`src/rtl/msg_buffer_pkg.sv`:
```
// rtl/msg_buffer_pkg.sv - shared types and constants for the msg_buffer display feeder
package msg_buffer_pkg;

  typedef enum logic [1:0] {
    IDLE   = 2'd0,
    FILL   = 2'd1,
    COMMIT = 2'd2
  } state_t;

  // Command opcode lives in in_data[6:5] of a bit7=1 byte
  typedef enum logic [1:0] {
    CMD_EFFECT = 2'b00,
    CMD_FREQ   = 2'b01,
    CMD_CLEAR  = 2'b10,
    CMD_RSVD   = 2'b11
  } cmd_t;

  localparam int         CHAR_COUNT = 7;
  localparam logic [6:0] CR_CODE    = 7'h0D;
  localparam logic [6:0] BLANK      = 7'h20;
  localparam logic [2:0] DEF_EFFECT = 3'b100;
  localparam logic [1:0] DEF_FREQ   = 2'b01;

endpackage

```
`src/rtl/msg_buffer_if.sv`:
```
// rtl/msg_buffer_if.sv - byte stream valid/ready handshake into msg_buffer
interface msg_buffer_if;
  logic [7:0] in_data;
  logic       in_valid;
  logic       in_ready;

  modport master (output in_data, output in_valid, input in_ready);
  modport slave  (input in_data, input in_valid, output in_ready);
endinterface

```
`src/rtl/msg_buffer_timer.sv`:
```
// rtl/msg_buffer_timer.sv - msg_timeout_timer: idle counter that flags a stale pending message
module msg_timeout_timer #(
  parameter logic [27:0] TIMEOUT = 28'd50000000
) (
  input  logic clk,
  input  logic rst_n,
  input  logic run,
  input  logic restart,
  output logic expire
);

  logic [27:0] r_count;

  // Count idle cycles while running; any accepted byte or leaving FILL zeroes it
  always_ff @(posedge clk or negedge rst_n) begin
    if (!rst_n) begin
      r_count <= 28'd0;
    end else if (restart || !run) begin
      r_count <= 28'd0;
    end else begin
      r_count <= r_count + 28'd1;
    end
  end

  assign expire = run && (r_count == (TIMEOUT - 28'd1));

endmodule

```
`src/rtl/msg_buffer.sv`:
```
// rtl/msg_buffer.sv - shadow-buffered 7-character message feeder; command decode under MSG_BUFFER_CMD_EN
module msg_buffer
  import msg_buffer_pkg::*;
#(
  parameter logic [27:0] TIMEOUT = 28'd50000000
) (
  input  logic         clk,
  input  logic         rst_n,
  msg_buffer_if.slave  s,
  output logic [6:0]   char0,
  output logic [6:0]   char1,
  output logic [6:0]   char2,
  output logic [6:0]   char3,
  output logic [6:0]   char4,
  output logic [6:0]   char5,
  output logic [6:0]   char6,
  output logic [2:0]   enable,
  output logic [1:0]   frequency,
  output logic         commit_pulse,
  output logic         overflow
);

  state_t     r_state;
  logic [6:0] r_shadow [CHAR_COUNT];
  logic [6:0] r_char   [CHAR_COUNT];
  logic [2:0] r_wptr;
  logic       r_trunc;
  logic       r_commit_pulse;
  logic       r_overflow;

  logic w_accept;
  logic w_is_cmd;
  logic w_is_cr;
  logic w_is_char;
  logic w_clear;
  logic w_expire;

  assign s.in_ready = (r_state != COMMIT);
  assign w_accept   = s.in_valid && s.in_ready;
  assign w_is_cmd   = s.in_data[7];
  assign w_is_cr    = !w_is_cmd && (s.in_data[6:0] == CR_CODE);
  assign w_is_char  = !w_is_cmd && !w_is_cr;

`ifdef MSG_BUFFER_CMD_EN
  logic [2:0] r_enable;
  logic [1:0] r_freq;

  assign w_clear = w_is_cmd && (cmd_t'(s.in_data[6:5]) == CMD_CLEAR);

  // Effect/speed commands take effect at the accepting edge, independent of commits
  always_ff @(posedge clk or negedge rst_n) begin
    if (!rst_n) begin
      r_enable <= DEF_EFFECT;
      r_freq   <= DEF_FREQ;
    end else if (w_accept && w_is_cmd) begin
      case (cmd_t'(s.in_data[6:5]))
        CMD_EFFECT: r_enable <= s.in_data[2:0];
        CMD_FREQ:   r_freq   <= s.in_data[1:0];
        default:    ;
      endcase
    end
  end

  assign enable    = r_enable;
  assign frequency = r_freq;
`else
  assign w_clear   = 1'b0;
  assign enable    = DEF_EFFECT;
  assign frequency = DEF_FREQ;
`endif

  msg_timeout_timer #(.TIMEOUT(TIMEOUT)) u_timer (
    .clk     (clk),
    .rst_n   (rst_n),
    .run     (r_state == FILL),
    .restart (w_accept),
    .expire  (w_expire)
  );

  // Shadow storage needs no reset: slots at or beyond wptr are never published
  always_ff @(posedge clk) begin
    if (w_accept && w_is_char && (r_wptr < 3'd7)) begin
      r_shadow[r_wptr] <= s.in_data[6:0];
    end
  end

  // Message FSM: fill the shadow, then publish it atomically in the one-cycle COMMIT state
  always_ff @(posedge clk or negedge rst_n) begin
    if (!rst_n) begin
      r_state        <= IDLE;
      r_wptr         <= 3'd0;
      r_trunc        <= 1'b0;
      r_commit_pulse <= 1'b0;
      r_overflow     <= 1'b0;
      for (int k = 0; k < CHAR_COUNT; k++) r_char[k] <= BLANK;
    end else begin
      r_commit_pulse <= 1'b0;
      case (r_state)
        IDLE, FILL: begin
          if (w_accept) begin
            if (w_is_char) begin
              if (r_wptr < 3'd7) r_wptr  <= r_wptr + 3'd1;
              else               r_trunc <= 1'b1;
              r_state <= FILL;
            end else if (w_is_cr) begin
              r_state <= COMMIT;
            end else if (w_clear) begin
              r_wptr  <= 3'd0;
              r_trunc <= 1'b0;
              r_state <= COMMIT;
            end
          end else if (w_expire) begin
            r_state <= COMMIT;
          end
        end
        COMMIT: begin
          for (int k = 0; k < CHAR_COUNT; k++) begin
            r_char[k] <= (3'(k) < r_wptr) ? r_shadow[k] : BLANK;
          end
          r_overflow     <= r_trunc;
          r_commit_pulse <= 1'b1;
          r_wptr         <= 3'd0;
          r_trunc        <= 1'b0;
          r_state        <= IDLE;
        end
        default: r_state <= IDLE;
      endcase
    end
  end

  assign char0        = r_char[0];
  assign char1        = r_char[1];
  assign char2        = r_char[2];
  assign char3        = r_char[3];
  assign char4        = r_char[4];
  assign char5        = r_char[5];
  assign char6        = r_char[6];
  assign commit_pulse = r_commit_pulse;
  assign overflow     = r_overflow;

endmodule

```
`src/flat_wrapper.sv`:
```
// flat-port wrapper written by rule: the top's interface ports become plain ports
module msg_buffer_flat import msg_buffer_pkg::*;
#(
  parameter logic [27:0] TIMEOUT = 28'd50000000
)
  (clk, rst_n, char0, char1, char2, char3, char4, char5, char6, enable, frequency, commit_pulse, overflow, s_in_data, s_in_valid, s_in_ready);
  msg_buffer_if s_i ();
  input  logic clk;
  input  logic rst_n;
  output logic [6:0] char0;
  output logic [6:0] char1;
  output logic [6:0] char2;
  output logic [6:0] char3;
  output logic [6:0] char4;
  output logic [6:0] char5;
  output logic [6:0] char6;
  output logic [2:0] enable;
  output logic [1:0] frequency;
  output logic commit_pulse;
  output logic overflow;
  input wire logic [$bits(s_i.in_data)-1:0] s_in_data;
  input wire logic [$bits(s_i.in_valid)-1:0] s_in_valid;
  output wire logic [$bits(s_i.in_ready)-1:0] s_in_ready;
  assign s_i.in_data = s_in_data;
  assign s_i.in_valid = s_in_valid;
  assign s_in_ready = s_i.in_ready;
  msg_buffer #(.TIMEOUT(TIMEOUT)) u_core (.clk(clk), .rst_n(rst_n), .s(s_i), .char0(char0), .char1(char1), .char2(char2), .char3(char3), .char4(char4), .char5(char5), .char6(char6), .enable(enable), .frequency(frequency), .commit_pulse(commit_pulse), .overflow(overflow));
endmodule
```
`config.mk`:
```
export PLATFORM = sky130hd
export DESIGN_NAME = msg_buffer_flat
export DESIGN_NICKNAME = d
export VERILOG_FILES = /design/src/rtl/msg_buffer_pkg.sv /design/src/rtl/msg_buffer_if.sv /design/src/rtl/msg_buffer_timer.sv /design/src/rtl/msg_buffer.sv /design/src/flat_wrapper.sv
export SDC_FILE = /design/constraint.sdc
export NUM_CORES = 1
export LEC_CHECK = 0
export CAP_MARGIN = 20
export CORE_MARGIN = 2
export CORE_UTILIZATION = 59
export DETAILED_ROUTE_END_ITERATION = 8
export PLACE_DENSITY_LB_ADDON = 0.2
export SETUP_SLACK_MARGIN = 0.15
export SYNTH_ARGS = -nofsm -noshare
export SYNTH_HDL_FRONTEND = slang
export SYNTH_SLANG_ARGS = --single-unit
```
`constraint.sdc`:
```
create_clock -name clk -period 6.3 [get_ports clk]
set_input_delay 0.945 -clock clk [delete_from_list [all_inputs] [get_ports clk]]
set_output_delay 0.945 -clock clk [all_outputs]
set_load 0.03 [all_outputs]
```
Word level (Yosys, flattened, before mapping)
Memories as Yosys holds them, arrays and structs flattened.
Cells that the tools add are included.

word-level totals
  memory bits (writable) = 49
  bits in registers = 85
  memories kept = 1
  input bits = 11
  output and inout port bits = 57
  word-level logic and storage cells = 75

memory list
  memory           depth  width  read ports  clocked after Yosys merged registers in  wr ports  RTL line          source
  u_core.r_shadow  7      7      7           0                                        1         msg_buffer.sv:24  logic [6:0] r_shadow [CHAR_COUNT];

cells by class
  muxes and demuxes = 24
  add/subtract/negate cells = 2
  magnitude comparators = 8
  equal/unequal tests = 11
  reduce and logical (&&, ||, !) cells = 16

operators with widths
  cell                                                                         number
  7-bit two-way mux                                                            7
  28-bit by 1-bit adder with 28-bit output, second input constant              1
  28-bit by 26-bit equality test with 1-bit output, second input constant      1
  28-bit two-way mux                                                           1
  2-bit two-way mux                                                            5
  3-bit less-than comparator, first input constant                             3
  3-bit two-way mux                                                            3
  4-bit AND reduction                                                          2
  7-bit by 4-bit equality test with 1-bit output, second input constant        1
  1-bit logical AND                                                            6
  1-bit by 3-bit less-than comparator with 1-bit output, first input constant  2
  2-bit by 3-bit less-than comparator with 1-bit output, first input constant  2
  1-bit two-way mux                                                            6
  2-bit inequality test, second input constant                                 3
  3-bit case mux with 2 select lines                                           1
  2-bit by 1-bit inequality test with 1-bit output, second input constant      2
  4-bit by 2-bit inequality test with 1-bit output, second input constant      1
  3-bit by 1-bit adder with 3-bit output, second input constant                1
  1-bit logical NOT                                                            3
  3-bit less-than comparator, second input constant                            1
  3-bit inequality test, second input constant                                 1
  2-bit by 1-bit equality test with 1-bit output, second input constant        1
  2-bit equality test, second input constant                                   1
  2-bit logical NOT                                                            1
  other kinds (5)                                                              5

Logic depth before layout (Yosys ltp)
  depth after elaboration = 8
  depth in mapped cells = 6
  depth with buffers taken out = 5

By module
Synthesis repeated with hierarchy kept, for this count alone.

second synthesis, totals
  cells, all modules = 434
  area total of the unflattened synthesis = 5424.0 um^2

by module, submodules not included
  module             area an instance (um^2)  seq. area each (um^2)  times used  cells an instance
  msg_buffer         3871.2                   2906.5                 1           268
  msg_timeout_timer  1552.7                   700.7                  1           166

Worst setup path before layout
Ideal clock, no wire load.

  path kind = input-to-reg
  start point = in s_in_data[7]
  end point = mem u_core.r_shadow[2][0], enable pin
  required time = 5.918 ns
  arrival = 2.340 ns
  slack = 3.578 ns
  buffers on the path = 0
  setup time = 0.382 ns
  stages = 4
  cell sequence = nand2b_1 -> a31o_2 -> or3_1 -> nor3b_1

between the ends
  cells in the longest elaborated chain, start to end = 8

RTL lines
  item                                       RTL line                            source
  start, declared                            flat_wrapper.sv:21                  input wire logic [$bits(s_i.in_data)-1:0] s_in_data;
  1-bit logical NOT *                        msg_buffer.sv:41, msg_buffer.sv:42
  1-bit logical AND                          msg_buffer.sv:41                    assign w_is_cr = !w_is_cmd && (s.in_data[6:0] == CR_CODE);
  1-bit logical NOT                          msg_buffer.sv:42                    assign w_is_char = !w_is_cmd && !w_is_cr;
  1-bit logical AND *                        msg_buffer.sv:42
  1-bit logical AND * (2 in series)          msg_buffer.sv:82                    if (w_accept && w_is_char && (r_wptr < 3'd7)) begin
  1-bit two-way mux *                        msg_buffer.sv:82
  1-bit two-way mux (implied by the code) *  msg_buffer.sv:83                    r_shadow[r_wptr] <= s.in_data[6:0];
  end, declared                              msg_buffer.sv:24

Every way passes the cells marked *; elsewhere a longest branch is shown, timed or not.

Worst setup path after layout
  start point = reg u_core.r_state[1]
  end point = out s_in_ready

between the ends
  cells in the longest elaborated chain, start to end = 1

RTL lines
  item                    RTL line            source
  start, declared         msg_buffer.sv:23    state_t r_state;
  start signal, assigned  msg_buffer.sv:90    r_state <= IDLE;
  start signal, assigned  msg_buffer.sv:104   r_state <= FILL;
  start signal, assigned  msg_buffer.sv:106   r_state <= COMMIT;
  2-bit inequality test   msg_buffer.sv:38    assign s.in_ready = (r_state != COMMIT);
  end, declared           flat_wrapper.sv:23  output wire logic [$bits(s_i.in_ready)-1:0] s_in_ready;

No other way between the ends.

==> results.py <==
metrics = {
    "clocking": {
        "cts_tree": "yes",
        "cts_setup_buffers": 0,
        "clock-sinks": 134,
        "cts_resized": 0,
        "insertion_delay_ns": 0.51,
        "h-tree-depth": 4,
        "clock_path_buffers": 2,
        "root_buffer": "clkbuf_8",
        "cts_buffers": 17,
        "clk_pin_slew_ns": 0.06,
        "postCtsHoldBufs": 0,
    },
    "synth": {
        "yosys.area.top_type": "dfrtp_1",
        "yosysWarnings": 0,
        "synth_top_area_frac": 0.3716,
        "synthTopCellsByArea": "dfrtp_1 37%, edfxtp_1 28%, a22o_1 5.0%",
        "async_flop_share": 0.6343,
        "yosysMostFrequentCell": "dfrtp_1",
        "synth_cell_types": 46,
        "synth_commonest_cells": "78 x dfrtp_1, 49 x edfxtp_1, 43 x nand2_1",
        "syn_area_per_cell_um2": 12.54,
        "synth_area_mm2": 0.005253,
        "synth-edff-count": 49,
        "syn_inst": 419,
        "synth_flop_cell": "dfrtp_1",
        "ys_ff_latch": 134,
        "ys_seq_area_frac": 0.6868,
    },
    "worst_setup_path": {
        "worstSetupEndpointType": "output pin",
        "start_kind": "flop",
        "required_ns": 5.35,
        "worstPathCellList": "nand2b_2 > buf_4 > clkdlybuf4s50_1",
        "crit_path_max_fanout": 65,
        "slowest_stage": "clkdlybuf4s50_1",
        "critPathArrivalTime_ns": 2.36,
        "worstSetupPathType": "reg2out",
        "cp_slowest_stage_delay_ns": 0.79,
    },
    "finish": {
        "diodes": 0,
        "final_nets": 495,
        "drive_gt1_frac": 0.09697,
        "area_growth_pct": 24.27,
        "final_util": 0.7522,
    },
    "pwr": {
        "p_int_mw": 1.850,
        "power_frac_seq": 0.427,
        "netSwitchingPower_mw": 0.7843,
        "swShare": 0.2977,
        "clock_power_share": 0.367,
        "irDropWorstVdd_mv": 0.2200,
        "power_leakage_nw": 2.573,
        "power_density_mw_per_mm2": 403.5,
        "comb_power_share": 0.206,
    },
    "drt": {
        "detail-route-antenna-nets": 0,
        "drt_iter0_drc": 233,
        "wire_per_inst_um": 17.70,
        "drc_errors": 0,
        "num_vias": 3582,
        "drt_wl_total_um": 10670,
        "first_pass_iters": 5,
        "routed_via_density": 5.940,
    },
    "floorplan": {
        "rows": 34,
        "ioPinCount": 68,
        "die_y_um": 98.36,
        "die_x_um": 98.36,
        "core_mm2": 0.008678,
        "initial_core_util": 0.6052,
        "die_area_mm2": 0.009674,
    },
    "placed_design": {
        "hpwl_um": 6683,
        "globalplace.congestion": 0.8312,
        "io_buffer_count": 62,
    },
    "grt": {
        "first_global_vias": 3462,
        "grt_first_pass_wirelength_um": 17250,
        "gr-total-overflow": 0,
        "grt_antenna_before_repair": 0,
        "grt_use_total": 0.2307,
        "grt_start_max_net_pins": 86,
    },
    "timing": {
        "period_needed_ns": 3.303,
        "hold_viol_final": 0,
        "clock_skew_ns": 0.01092,
        "rsz0062_at_grt": "false",
        "slew-limit-headroom": 0.3643,
        "max_freq_mhz": 302.8,
        "drv_slew": 0,
        "min_period_over_period": 0.5242,
        "setup_viol": 0,
        "fin_tns_setup_ns": 0,
        "worstMarginPinSlew_ns": 0.9515,
    },
    "status": {
        "outcome": "finished, final reports clean",
    },
    "job": {
        "maxCapViolCount": 0,
    },
    "min_path": {
        "holdCritPathClass": "in2async",
    },
}
## critical path, delay by kind of cell, from the launching register on
kind,cells,cell delay (ns)
buffers and inverters,2,1.30
flip-flops,1,0.46
AND/OR/NAND/NOR,1,0.10
## path summary, 6_finish.rpt
path / start / end / slack (ns) / cells after the start
min reg2reg: u_core.r_shadow[2][0] / u_core.char2[0] / 0.46 / 1
max in group asynchronous: rst_n / u_core.char4[5] / 5.25 / 2
min: rst_n / u_core.char2[0] / 0.39 / 1
max: u_core.r_state[1] / s_in_ready / 3.00 / 3
max reg2reg: u_core.r_state[1] / u_core.r_shadow[2][3] / 3.13 / 6
min in group clk: u_core.r_shadow[2][0] / u_core.char2[0] / 0.46 / 1
## metrics by stage
| stage | setup WS (ns) | hold WS (ns) | std cells | cell area, um2 | total power [mW] |
|---|---|---|---|---|---|
| final | 2.997 | 0.3883 | 603 | 6528 | 2.634 |
| after global routing | 2.843 | 0.4005 | 603 | 6528 | 2.730 |
| after CTS | 2.735 | 0.4662 | 601 | 6495 | 2.646 |
| after detailed placement | 2.488 | 0.4546 | 569 | 5909 | 1.678 |
| after global placement | 2.698 | 0.4487 | 569 | 5909 | 1.665 |
| after floorplan | 3.578 | 0.4428 | 422 | 5264 | 1.438 |
## power groups by stage
stage | combinational [mW] | clock (mW) | sequential [mW]
finish | 0.542 | 0.967 | 1.12
CTS | 0.544 | 0.979 | 1.12
global route | 0.574 | 1.02 | 1.14
detailed placement | 0.541 | 0 | 1.14
floorplan | 0.166 | 0 | 1.27
global placement | 0.531 | 0 | 1.13
## metal layers
metal  global-route usage  vias to the layer above  routed length (um)
li1                     -                     1664                   -
met1               0.2944                     1779                4414
met2               0.3862                      120                5525
met3              0.06371                       19                 550
met4              0.07587                        0                 181
met5                    0                        -                   0
## sequential cells by signal (all words and copies together) (netlist names)
name and flops:
u_core.r_state 2, u_core.r_shadow 49, u_core.r_wptr 3, u_core.commit_pulse 1, u_core.overflow 1, u_core.char1 7
u_core.char4 7, u_core.char0 7, u_core.char5 7, u_core.char6 7, u_core.char3 7, u_core.r_trunc 1
u_core.u_timer.r_count 28, u_core.char2 7
## cell type report
| cell class | count | area (um2) |
|---|---|---|
| inverters | 8 | 30.03 |
| multi-input cells | 256 | 1511 |
| clock inverters | 13 | 142.6 |
| clock buffers | 19 | 442.9 |
| flip-flops and latches | 134 | 3607 |
| well taps | 108 | 135.1 |
| repair buffers | 65 | 658.1 |
| fillers | 564 | 2151 |
## cells in the final DEF, fill, tap and decap left out, drive strengths merged, types with 16 or more instances in the layout
cell / count
nand2: 43
clkbuf: 19
a22o: 30
edfxtp: 49
nand3: 21
nor2: 38
clkdlybuf4s50: 61
o21ai: 16
dfrtp: 78
a21oi: 19
## kinds of logic after synthesis
group | count (synthesis) | share of synthesized area
simple gates | 155 | 0.1501
compound gates | 83 | 0.1103
fa+ha+maj | 2 | 0.004763
mux | 1 | 0.001906
xor+xnor | 10 | 0.01668
other cells | 2 | 0.001430
flops | 134 | 0.6868
buf+inv | 32 | 0.02811
No activity file was read; power rests on OpenSTA's default activity.
